## src/rtl/dice_game_ctrl.sv

```systemverilog
// Craps-style dice game controller: a held roll button spins two dice, and
// releasing it after a long enough hold captures and scores the throw.
module dice_game_ctrl #(
    parameter int MIN_HOLD = 4
) (
    input  logic       clk,
    input  logic       rst_n,
    input  logic       roll,
    input  logic       new_game,
    output logic [2:0] die1,
    output logic [2:0] die2,
    output logic [3:0] sum,
    output logic [3:0] point,
    output logic       win,
    output logic       lose,
    output logic       busy
);

    localparam int HW = (MIN_HOLD < 2) ? 1 : $clog2(MIN_HOLD + 1);

    typedef enum logic [2:0] {
        FIRST, ROLL1, EVAL1, POINT, ROLLN, EVALN, WIN, LOSE
    } state_t;

    state_t        state;
    logic [HW-1:0] hold_cnt;
    logic [3:0]    dice_sum;
    logic [2:0]    die1_next;
    logic [2:0]    die2_next;
    logic          hold_ok;

    assign dice_sum  = {1'b0, die1} + {1'b0, die2};
    assign die1_next = (die1 == 3'd6) ? 3'd1 : die1 + 3'd1;
    assign die2_next = (die2 == 3'd6) ? 3'd1 : die2 + 3'd1;
    assign hold_ok   = (hold_cnt >= HW'(MIN_HOLD));

    // The dice spin only while the button is held, so the faces shown after a
    // release are exactly the faces that were scored (or discarded).
    always_ff @(posedge clk or negedge rst_n) begin
        if (!rst_n) begin
            state    <= FIRST;
            die1     <= 3'd1;
            die2     <= 3'd1;
            sum      <= 4'd0;
            point    <= 4'd0;
            win      <= 1'b0;
            lose     <= 1'b0;
            busy     <= 1'b0;
            hold_cnt <= '0;
        end else if (new_game) begin
            state    <= FIRST;
            sum      <= 4'd0;
            point    <= 4'd0;
            win      <= 1'b0;
            lose     <= 1'b0;
            busy     <= 1'b0;
            hold_cnt <= '0;
        end else begin
            case (state)
                FIRST, POINT: begin
                    if (roll) begin
                        state    <= (state == FIRST) ? ROLL1 : ROLLN;
                        hold_cnt <= HW'(1);
                        busy     <= 1'b1;
                    end
                end
                ROLL1, ROLLN: begin
                    if (roll) begin
                        die1 <= die1_next;
                        if (die1 == 3'd6)
                            die2 <= die2_next;
                        if (!hold_ok)
                            hold_cnt <= hold_cnt + HW'(1);
                    end else if (hold_ok) begin
                        sum   <= dice_sum;
                        state <= (state == ROLL1) ? EVAL1 : EVALN;
                    end else begin
                        state <= (state == ROLL1) ? FIRST : POINT;
                        busy  <= 1'b0;
                    end
                end
                EVAL1: begin
                    busy <= 1'b0;
                    case (sum)
                        4'd7, 4'd11: begin
                            state <= WIN;
                            win   <= 1'b1;
                        end
                        4'd2, 4'd3, 4'd12: begin
                            state <= LOSE;
                            lose  <= 1'b1;
                        end
                        default: begin
                            point <= sum;
                            state <= POINT;
                        end
                    endcase
                end
                EVALN: begin
                    busy <= 1'b0;
                    if (sum == point) begin
                        state <= WIN;
                        win   <= 1'b1;
                    end else if (sum == 4'd7) begin
                        state <= LOSE;
                        lose  <= 1'b1;
                    end else begin
                        state <= POINT;
                    end
                end
                WIN, LOSE: begin
                    state <= state;
                end
                default: begin
                    state <= FIRST;
                    busy  <= 1'b0;
                end
            endcase
        end
    end

endmodule
```

## config.mk

```make
export PLATFORM = sky130hd
export DESIGN_NAME = dice_game_ctrl
export DESIGN_NICKNAME = d
export VERILOG_FILES = /design/src/rtl/dice_game_ctrl.sv
export SDC_FILE = /design/constraint.sdc
export NUM_CORES = 1
export LEC_CHECK = 0
export ABC_AREA = 1
export BUFFER_PORTS_ARGS = -buffer_cell sky130_fd_sc_hd__buf_2
export CAP_MARGIN = 15
export CORE_UTILIZATION = 50
export DETAILED_ROUTE_END_ITERATION = 10
export HOLD_SLACK_MARGIN = 0.15
export PLACE_DENSITY = 0.77
export REMOVE_ABC_BUFFERS = 1
export SLEW_MARGIN = 10
export SYNTH_ARGS = -nofsm -noshare
export SYNTH_HDL_FRONTEND = slang
export SYNTH_SLANG_ARGS = --single-unit
```

## constraint.sdc

```tcl
create_clock -name clk -period 3.1 [get_ports clk]
set_input_delay 0 -clock clk [delete_from_list [all_inputs] [get_ports clk]]
set_output_delay 0 -clock clk [all_outputs]
set_load 0.05 [all_outputs]
```

==> results_dict.tcl <==
set metrics [dict create \
    wl_met3_um 81 \
    cts_buffer_depth 2 \
    cp-end-kind "register" \
    synthAdderAreaFrac_pct 5.64 \
    wl_met1_mm 1.44 \
    hold_class "in -> async" \
    wl_per_cell_um 10.8 \
    viasPerCell 5.01 \
    routed_wirelength_mm 2.79 \
    grt_pass1_vias 1205 \
    core-area_mm2 0.00276 \
    cts_htree_levels 1 \
    die_w_um 56.1 \
    final.min_clock_period_ns 1.81 \
    critPathMaxFanout 5 \
    hold_viol 0 \
    top_layer "met4" \
    outcome "complete, no violations" \
    required_ns 3.37 \
    firstDrtPassIters 5 \
    grt_max_degree 24 \
    ys_async_sr_fraction_pct 100 \
    met2_length_mm 1.22 \
    grt_usage_pct 20.5 \
    cp.arrival_ns 2.09 \
    post-route-period-util_pct 58.5 \
    core.rowCount 19 \
    setup_viol 0 \
    cp_cell_sequence "ha_1, inv_1, fa_1, or2_2, a21oi_1, nand2_1, o21ai_1" \
    drive_gt1_share_pct 19.3 \
    rsz0062_at_grt "no" \
    skew_ns 0.0133 \
    fin_nets 239 \
    max_freq_ghz 0.551 \
    synth_xor_area_share_pct 1.79 \
    synth_ff_type "dfrtp_1" \
    dp_hpwl_mm 2.09 \
    drtIter0Drc 41 \
    finalSetupTns_ns 0 \
    synth_compound_area_share_pct 12.1 \
    root_buffer "clkbuf_4" \
    maxCapViolCount 0 \
    yosys.area_share.simple_pct 34.0 \
    cts.sinks 23 \
    start_util_pct 53.1 \
    slowest_stage "dfstp_2" \
    num_io_pins 21 \
    yosysWarnings 0 \
    yosysUniqueCellTypes 30 \
    final_cell_mix "71 x nand2_1, 21 x inv_1, 21 x dfrtp_1, 20 x buf_2, 13 x nor2_1" \
    grt_pass1_wl_mm 5.02 \
    io_buffer_count 20 \
    worst_pin_slew_ns 0.519 \
    cts_buffers 3 \
    fin_area_mm2 0.00166 \
    clk_pin_slew_ns 0.14 \
    final_common_cell "nand2_1" \
    clkLatencyLatePin_ns 0.33 \
    drc 0 \
    fillers 256 \
    p_per_area_mw_per_mm2 911 \
    ys_ff_latch 23 \
    antenna_found_initial 0 \
    synth_top_family_by_area "simple AND/OR/NAND/NOR gates" \
    antenna_cells 0 \
    relSlewSlack_pct 65.4 \
    synth_edf_count 0 \
    gp_congestion 0.855 \
    dieArea_mm2 0.00315 \
    crit_type "reg -> reg" \
    syn_to_final_growth_pct 13.2 \
    power_leakage_nw 0.868 \
    ys_seq_area_share_pct 39.5 \
    die_h_um 56.1 \
    syn_avg_cell_area_um2 7.25 \
    routed-via-count 1297 \
    syn_inst 202 \
    slew_viol_final 0 \
    synth_mux_area_share_pct 0 \
    cpPeakStageDelay_ns 0.59 \
    ir_drop_v 0.000615 \
    crit_path_start_kind "register" \
    place_area_mm2 0.00160 \
    cts_tree "yes" \
    ant_nets 0 \
    synth_area_mm2 0.00146 \
    overflow 0 \
]
[layer usage]
| layer | up-vias | track usage [%] |
|---|---|---|
| li1 | 707 | - |
| met1 | 564 | 26.9 |
| met2 | 22 | 33.2 |
| met3 | 4 | 2.09 |
| met4 | 0 | 11.1 |
| met5 | - | 0 |
[registers in the layout, indices dropped and copies added, names as in the netlist]
signal,cells
lose,1
die1,3
state,3
die2,3
point,4
sum,4
win,1
busy,1
hold_cnt,3
[path summary, 6_finish.rpt]
kind                                  start           to  slack, ns  cells past startpoint
min in group clk                hold_cnt[1]  hold_cnt[1]       0.49                      2
worst max-delay path                die2[0]       sum[2]       1.29                      7
worst max register to register      die2[0]       sum[2]       1.29                      7
worst min register to register  hold_cnt[1]  hold_cnt[1]       0.49                      2
max in group asynchronous             rst_n      die1[0]       2.59                      2
worst min-delay path                  rst_n     point[1]       0.15                      2
[cell families (layout without fill, tap and decap cells)]
family,Yosys count,after routing
flops,23,23
simple gates,114,114
fa+ha+maj,6,6
buf+inv,27,53
xor+xnor,3,3
compound gates,29,29
[power breakdown]
part	internal [mW]	switching, mW
Combinational	0.267	0.596
Sequential	0.394	0.102
Clock	0.0495	0.100
[synthesized netlist by cell type, types with 2 or more instances]
cell type / n / share of area (%)
nand2_1: 71 / 18
dfrtp_1: 21 / 36
inv_1: 21 / 5.4
nor2_1: 13 / 3.3
o21ai_1: 12 / 4.1
nand3_1: 9 / 3.1
nand4_1: 7 / 3.0
a21oi_1: 5 / 1.7
ha_1: 5 / 4.3
inv_2: 4 / 1.0
nor2_2: 4 / 1.7
o21ai_0: 3 / 1.0
or2_2: 3 / 1.3
xor2_1: 3 / 1.8
dfstp_2: 2 / 3.6
nand2_2: 2 / 0.85
nand3_2: 2 / 1.4
o211ai_2: 2 / 1.7
o22ai_1: 2 / 0.85
[metrics by stage]
step	util [%]	cells	setup WS (ns)	total power, mW	hold slack [ns]
detailed placement	57.9	252	1.31	1.36	0.00704
global route	60.1	259	1.13	1.66	0.194
floorplan	-	201	1.18	1.18	-0.296
finish	60.1	259	1.29	1.51	0.149
global placement	57.9	252	1.37	1.35	0.00629
CTS	60.1	259	1.29	1.52	0.166
[timing repair]
action | CTS | global route
gates resized for setup | 0 | 0
setup buffers | 0 | 0
endpoints found under the hold margin | 35 | 0
hold buffers | 3 | 0
[layout make-up]
class | count | area [um2] | area share (%)
multi-input combinational | 152 | 783 | 47.2
sequential | 23 | 578 | 34.9
timing repair buffer | 23 | 130 | 7.85
inverter | 26 | 97.6 | 5.89
tap | 31 | 38.8 | 2.34
clock buffer | 3 | 22.5 | 1.36
clock inverter | 1 | 7.51 | 0.453
[worst max-delay path: cells and delay by family (launching register included)]
kind / cells / cell delay (ns)
and+or+nand+nor: 2 / 0.36
DFF: 1 / 0.59
adders and majority gates: 2 / 0.55
AOI/OAI and AO/OA: 2 / 0.19
buffers and inverters: 1 / 0.06
Note: power is estimated with default switching activity, not from simulation.
